==> src/rtl/soc_cfg_pkg.sv <==
// soc_cfg_pkg: SoC-wide AXI/L2 configuration constants, types and responder FSM states
package soc_cfg_pkg;
  localparam int AXI_AW = 64;
  localparam int AXI_DW = 64;
  localparam int AXI_IW_SLV = 4;
  localparam int L2_SIZE = 131072;
  localparam int DMA_MAX_BURST_LEN = 16;
  localparam logic [1:0] AXI_RESP_OKAY = 2'b00;
  localparam logic [1:0] AXI_RESP_SLVERR = 2'b10;
  localparam logic [1:0] AXI_BURST_INCR = 2'b01;
  typedef logic [AXI_AW-1:0] addr_t;
  typedef logic [AXI_DW-1:0] data_t;
  typedef logic [AXI_DW/8-1:0] strb_t;
  typedef logic [AXI_IW_SLV-1:0] id_slv_t;
  typedef enum logic [1:0] {IDLE, DATA, RESP} l2_wr_state_e;
endpackage

==> src/rtl/l2_axi_wr_burst_chk.sv <==
// l2_axi_wr_burst_chk: combinational AW legality check (burst type, length, size, L2 window); ports addr/len/size/burst in, err_o out
module l2_axi_wr_burst_chk #(
  parameter int AXI_AW = soc_cfg_pkg::AXI_AW,
  parameter int AXI_DW = soc_cfg_pkg::AXI_DW,
  parameter logic [63:0] L2_BASE = 64'h1C00_0000,
  parameter int L2_SIZE = soc_cfg_pkg::L2_SIZE,
  parameter int MAX_BURST_LEN = soc_cfg_pkg::DMA_MAX_BURST_LEN
) (
  input  logic [AXI_AW-1:0] addr_i,
  input  logic [7:0]        len_i,
  input  logic [2:0]        size_i,
  input  logic [1:0]        burst_i,
  output logic              err_o
);
  import soc_cfg_pkg::*;
  localparam int BYTES = AXI_DW/8;
  localparam logic [2:0] SIZE = 3'($clog2(BYTES));
  localparam logic [AXI_AW:0] BASE = (AXI_AW+1)'(L2_BASE);
  localparam logic [AXI_AW:0] LIMIT = (AXI_AW+1)'(L2_SIZE);
  logic [8:0] beats;
  logic [AXI_AW:0] start_off, end_off;
  // one extra bit so an address below the base wraps to a huge offset instead of aliasing into the window
  assign beats = {1'b0, len_i} + 9'd1;
  assign start_off = {1'b0, addr_i} - BASE;
  assign end_off = start_off + (AXI_AW+1)'(beats) * (AXI_AW+1)'(BYTES) - (AXI_AW+1)'(1);
  assign err_o = burst_i != AXI_BURST_INCR || beats > 9'(MAX_BURST_LEN) || size_i != SIZE ||
                 start_off >= LIMIT || end_off >= LIMIT;
endmodule

==> src/rtl/l2_axi_wr_responder.sv <==
// l2_axi_wr_responder: AXI4 write burst terminator driving an L2 req/gnt word port; AW/W/B slave in, mem_* out, optional stats counters (L2_WR_RESP_STATS_EN)
module l2_axi_wr_responder #(
  parameter int AXI_AW = soc_cfg_pkg::AXI_AW,
  parameter int AXI_DW = soc_cfg_pkg::AXI_DW,
  parameter int AXI_IW = soc_cfg_pkg::AXI_IW_SLV,
  parameter logic [63:0] L2_BASE = 64'h1C00_0000,
  parameter int L2_SIZE = soc_cfg_pkg::L2_SIZE,
  parameter int MAX_BURST_LEN = soc_cfg_pkg::DMA_MAX_BURST_LEN
) (
  input  logic                                  clk_i,
  input  logic                                  rst_i,
  input  logic                                  aw_valid_i,
  output logic                                  aw_ready_o,
  input  logic [AXI_AW-1:0]                     aw_addr_i,
  input  logic [AXI_IW-1:0]                     aw_id_i,
  input  logic [7:0]                            aw_len_i,
  input  logic [2:0]                            aw_size_i,
  input  logic [1:0]                            aw_burst_i,
  input  logic                                  w_valid_i,
  output logic                                  w_ready_o,
  input  logic [AXI_DW-1:0]                     w_data_i,
  input  logic [AXI_DW/8-1:0]                   w_strb_i,
  input  logic                                  w_last_i,
  output logic                                  b_valid_o,
  input  logic                                  b_ready_i,
  output logic [AXI_IW-1:0]                     b_id_o,
  output logic [1:0]                            b_resp_o,
  output logic                                  mem_req_o,
  input  logic                                  mem_gnt_i,
  output logic [$clog2(L2_SIZE/(AXI_DW/8))-1:0] mem_addr_o,
  output logic [AXI_DW-1:0]                     mem_wdata_o,
  output logic [AXI_DW/8-1:0]                   mem_be_o,
  output logic [31:0]                           stat_bursts_o,
  output logic [31:0]                           stat_errors_o
);
  import soc_cfg_pkg::*;
  localparam int BYTES = AXI_DW/8;
  localparam int BL = $clog2(BYTES);
  localparam int MW = $clog2(L2_SIZE/BYTES);
  l2_wr_state_e state_q, state_d;
  logic [AXI_IW-1:0] id_q, id_d;
  logic [MW-1:0] addr_q, addr_d;
  logic [7:0] len_q, len_d, cnt_q, cnt_d;
  logic err_q, err_d, lerr_q, lerr_d;
  logic aw_err, last;
  l2_axi_wr_burst_chk #(
    .AXI_AW(AXI_AW), .AXI_DW(AXI_DW), .L2_BASE(L2_BASE), .L2_SIZE(L2_SIZE), .MAX_BURST_LEN(MAX_BURST_LEN)
  ) u_chk (
    .addr_i(aw_addr_i), .len_i(aw_len_i), .size_i(aw_size_i), .burst_i(aw_burst_i), .err_o(aw_err)
  );
  // err_q blocks memory writes for an illegal AW; lerr_q only marks a w_last
  // mismatch, the beats themselves stay in bounds so they are still written
  always_comb begin
    state_d = state_q;
    id_d = id_q;
    addr_d = addr_q;
    len_d = len_q;
    cnt_d = cnt_q;
    err_d = err_q;
    lerr_d = lerr_q;
    aw_ready_o = 1'b0;
    w_ready_o = 1'b0;
    b_valid_o = 1'b0;
    b_id_o = '0;
    b_resp_o = AXI_RESP_OKAY;
    mem_req_o = 1'b0;
    mem_wdata_o = '0;
    mem_be_o = '0;
    last = cnt_q == len_q;
    case (state_q)
      IDLE: begin
        aw_ready_o = ~rst_i;
        if (aw_valid_i) begin
          state_d = DATA;
          id_d = aw_id_i;
          addr_d = MW'((aw_addr_i - AXI_AW'(L2_BASE)) >> BL);
          len_d = aw_len_i;
          cnt_d = '0;
          err_d = aw_err;
          lerr_d = 1'b0;
        end
      end
      DATA: begin
        mem_req_o = ~err_q & w_valid_i;
        w_ready_o = err_q | (mem_gnt_i & w_valid_i);
        mem_wdata_o = err_q ? '0 : w_data_i;
        mem_be_o = err_q ? '0 : w_strb_i;
        if (w_valid_i && w_ready_o) begin
          cnt_d = cnt_q + 8'd1;
          addr_d = addr_q + MW'(1);
          lerr_d = lerr_q | (w_last_i != last);
          state_d = last ? RESP : DATA;
        end
      end
      RESP: begin
        b_valid_o = 1'b1;
        b_id_o = id_q;
        b_resp_o = (err_q | lerr_q) ? AXI_RESP_SLVERR : AXI_RESP_OKAY;
        state_d = b_ready_i ? IDLE : RESP;
      end
      default: state_d = IDLE;
    endcase
  end
  always_ff @(posedge clk_i or posedge rst_i) begin
    if (rst_i) begin
      state_q <= IDLE;
      id_q <= '0;
      addr_q <= '0;
      len_q <= '0;
      cnt_q <= '0;
      err_q <= 1'b0;
      lerr_q <= 1'b0;
    end else begin
      state_q <= state_d;
      id_q <= id_d;
      addr_q <= addr_d;
      len_q <= len_d;
      cnt_q <= cnt_d;
      err_q <= err_d;
      lerr_q <= lerr_d;
    end
  end
  assign mem_addr_o = addr_q;
`ifdef L2_WR_RESP_STATS_EN
  logic [31:0] stat_bursts_q, stat_bursts_d, stat_errors_q, stat_errors_d;
  always_comb begin
    stat_bursts_d = stat_bursts_q + {31'd0, b_valid_o & b_ready_i & ~&stat_bursts_q};
    stat_errors_d = stat_errors_q + {31'd0, b_valid_o & b_ready_i & (b_resp_o == AXI_RESP_SLVERR) & ~&stat_errors_q};
  end
  always_ff @(posedge clk_i or posedge rst_i) begin
    if (rst_i) begin
      stat_bursts_q <= '0;
      stat_errors_q <= '0;
    end else begin
      stat_bursts_q <= stat_bursts_d;
      stat_errors_q <= stat_errors_d;
    end
  end
  assign stat_bursts_o = stat_bursts_q;
  assign stat_errors_o = stat_errors_q;
`else
  assign stat_bursts_o = '0;
  assign stat_errors_o = '0;
`endif
endmodule

==> config.mk <==
export PLATFORM = sky130hd
export DESIGN_NAME = l2_axi_wr_responder
export DESIGN_NICKNAME = d
export VERILOG_FILES = /design/src/rtl/soc_cfg_pkg.sv /design/src/rtl/l2_axi_wr_burst_chk.sv /design/src/rtl/l2_axi_wr_responder.sv
export SDC_FILE = /design/constraint.sdc
export NUM_CORES = 1
export LEC_CHECK = 0
export ABC_AREA = 1
export CORE_MARGIN = 3
export CORE_UTILIZATION = 25
export DETAILED_ROUTE_END_ITERATION = 8
export SLEW_MARGIN = 5
export SYNTH_ARGS = -nofsm -noshare
export SYNTH_HDL_FRONTEND = slang
export SYNTH_SLANG_ARGS = --single-unit
==> constraint.sdc <==
create_clock -name clk_i -period 2.08 [get_ports clk_i]
set_input_delay 0.416 -clock clk_i [delete_from_list [all_inputs] [get_ports clk_i]]
set_output_delay 0.416 -clock clk_i [all_outputs]
set_load 0.02 [all_outputs]
==> results of run 1 <==
worst max path at each step:
stage,from,end,slack [ns],cells past startpoint
2_1_floorplan,aw_addr_i[26],err_q,-0.98,24
3_3_place_gp,aw_addr_i[26],err_q,-2.61,28
3_5_place_dp,aw_addr_i[26],err_q,-2.62,28
4_1_cts,aw_len_i[6],err_q,-1.41,27
5_1_grt,aw_addr_i[46],err_q,-1.63,26
6_report,aw_addr_i[46],err_q,-1.36,26
report_power, final:
group          switching, mW  leakage, nW  internal, mW
clock                  0.318       0.0940         0.689
sequential             0.230        0.460          1.04
combinational           3.52         9.35          2.83
timing repair:
item                                   CTS  global route
endpoints found under the hold margin    0             0
setup endpoints to repair               82            63
resized for setup                      448           221
pin swaps                               82            72
buffers inserted                        46            10
cloned                                   1             0
cell families (layout without fill, tap and decap cells):
family / after synthesis / in the layout / share of synthesized area
and+or+nand+nor: 1122 / 1122 / 0.4503
adders and majority gates: 118 / 118 / 0.1400
DFF: 38 / 38 / 0.08973
other: 1 / 68 / 0.0003539
xor gates and xnor gates: 39 / 39 / 0.03223
AOI/OAI and AO/OA: 218 / 218 / 0.1117
buffers and inverters: 431 / 1105 / 0.1757
worst max-delay path: stages:
cell             delay (ns)
clkdlybuf4s15_2        0.21
nor2_1                 0.14
buf_4                  0.12
nand2_1                0.09
buf_4                  0.15
nor2_1                 0.13
nand4_1                0.10
nand2_1                0.14
inv_1                  0.10
ha_4                   0.29
inv_1                  0.07
a21oi_1                0.16
inv_1                  0.05
a21oi_1                0.24
inv_1                  0.10
a21oi_2                0.17
o221a_2                0.22
nand2_1                0.05
nand2_1                0.07
nand2_2                0.08
nor2_1                 0.13
nand2_1                0.09
nor2_2                 0.09
nand3_1                0.07
nor2_1                 0.09
nor2_1                 0.04
layer usage:
metal	share of wire	routed length [um]	vias to the layer above
li1	-	-	7477
met1	0.41	19720	6604
met2	0.50	24560	393
met3	0.051	2459	66
met4	0.040	1924	0
met5	0	0	-
cell type report:
| class | count | area (sq um) |
|---|---|---|
| clock buffer | 5 | 125.1 |
| antenna | 3 | 7.507 |
| inverter | 343 | 1292 |
| multi-input combinational | 1562 | 9549 |
| sequential | 38 | 952.2 |
| clock inverter | 3 | 68.82 |
| fill | 4344 | 22590 |
| tap | 532 | 665.6 |
| timing repair buffer | 754 | 6133 |
stage by stage:
step	setup TNS [ns]	total power [mW]	instances	area, sq um	setup slack (ns)
6_report	-1.356	8.628	3240	18790	-1.356
5_1_grt	-1.807	9.348	3240	18790	-1.632
4_1_cts	-1.410	8.319	3227	18210	-1.410
3_5_place_dp	-7.421	7.080	3173	17190	-2.621
3_3_place_gp	-6.728	7.003	3173	17190	-2.608
2_1_floorplan	-0.9769	4.301	2031	11170	-0.9769
cells in the mapped netlist, drive strengths merged:
master | n | area share
nand2 | 604 | 0.22
inv | 342 | 0.12
nor2 | 314 | 0.12
nand3 | 124 | 0.064
ha | 117 | 0.14
a21oi | 96 | 0.046
o21ai | 90 | 0.043
buf | 67 | 0.047
dfrtp | 38 | 0.090
nand4 | 34 | 0.020
nor3 | 30 | 0.015
xor2 | 25 | 0.021
clkbuf | 21 | 0.0074
xnor2 | 14 | 0.012
o21bai | 9 | 0.0064
nand3b | 6 | 0.0042
a22oi | 4 | 0.0028
o21a | 3 | 0.0021
o221a | 3 | 0.0032
o22ai | 3 | 0.0018
or2 | 3 | 0.0018
a21boi | 2 | 0.0014
a21o | 2 | 0.0014
a31oi | 2 | 0.0012
and2 | 2 | 0.0012
and3 | 2 | 0.0012
nor4 | 2 | 0.0018
a211oi | 1 | 0.00071
a32o | 1 | 0.00094
clkinv | 1 | 0.00035
conb | 1 | 0.00035
fa | 1 | 0.0019
nor3b | 1 | 0.00071
o31ai | 1 | 0.00071
o32ai | 1 | 0.00083
layout by cell type, fill, tap and decap left out, types with 9 or more instances in the layout:
master and instances:
a21oi_1 66, a21oi_2 28, buf_2 22, buf_4 495, buf_6 11, clkbuf_2 29, clkdlybuf4s15_2 15, clkdlybuf4s50_1 128
conb_1 65, dfrtp_1 37, dlygate4sd2_1 32, ha_1 86, ha_4 26, inv_1 314, inv_2 26, nand2_1 519
nand2_2 69, nand2_4 16, nand3_1 90, nand3_2 28, nand4_1 34, nor2_1 225, nor2_2 53, nor2_4 34
nor3_1 10, nor3_2 13, o21ai_0 66, o21ai_1 21, xnor2_1 9, xor2_1 12, xor2_2 10
registers in the layout, summed over array words and instances (netlist names):
signal      flops
cnt_q           8
err_q           1
id_q            4
len_q           8
lerr_q          1
mem_addr_o     14
state_q         2
==> out/metrics.cfg, run 1 <==
[outcome]
status=complete, but fails checks
violations=negative setup slack

[global_route]
grtUsageTotal=0.2060
antenna_found_initial=3
grt-ovfl-total=0
met3_usage=0.02223
grt_pass1_wl_um=73620
use_met1=0.2373
use_met2=0.3857
grt_max_degree=41
busiest_layer=met2
grt_pass1_vias=14260

[route]
antenna_left=0
routed_wl_um=48660
vias_per_cell=4.488
drc_errors=0
firstDrtPassIters=5
num_vias=14540
drtIter0Drc=750
wl_per_cell_um=15.02

[place]
place_congestion=0.9608
io_buffers=254
post-dp-hpwl_um=41890

[logic_synthesis]
synth_cell_types=48
yosysWarnings=0
syn_area_per_cell_sq_um=5.388
postSynthCellCount=1967
synth_area_sq_mm=0.01060
yosys_register_bits=38
ys_seq_area_frac=0.08973

[finish]
syn2layout_area_growth_pct=77.34
fin_util=0.4541
final_layout_size_suffix_gt1_frac=0.3471
nets=2982

[sta]
maxSlewHeadroom=0.6541
whs_ns=0.3682
max_freq_mhz=291.0
setup-violations-final=1
setup_slack_ns=-1.356
rsz0062_at_grt=yes
fin_crit_ns=3.436
final-hold-violation-count=0
report.final.slew_viol_count=0
worst_pin_slew_ns=0.5189
skew_ns=0.006179
finalCritPeriodShare=1.652

[cts]
cts-htree-levels=2
cts_tree=built
path_clk_slew_ns=0.06
cts_hold_buf=0
cts.root.buffer_cell=clkbuf_16
cts.sinks=38
cts_buffer_depth=2
tritoncts.num_buffers=5
clk_latency_ns=0.29

[setup_path]
crit_fanout=3
rr_startpoint=mem_addr_o[0]
r2r_setup_slack_ns=0.08
end_kind=flip-flop
startpoint_type=input port
r2r_end=mem_addr_o[13]
crit_required_ns=2.26
crit_type=in2reg
r2r_cells=16
cp_data_arrival_time_ns=3.62

[worst_hold_path]
hold_end=len_q[2]
whs_path_depth=3
hp-class=in2reg
hp-start=aw_len_i[2]

[floorplan]
rows=74
core-area_sq_mm=0.04139
die-width_um=211.9
pin_count=320
start_util=0.2561
die-area_sq_mm=0.04490
fp.dieH_um=211.9

[power_and_ir_drop]
cellLeakagePower_nw=9.900
power_density_mw_per_mm2=459.1
ir_drop_v=0.0004210

[job]
drv_cap=0

(Power assumes the default switching activity.)
==> run 2, diff against run 1 <==
Settings changed: SLEW_MARGIN 5 to not set.
==> results of run 2 <==
The final DEF is identical to that of run 1; final timing and power are the same.
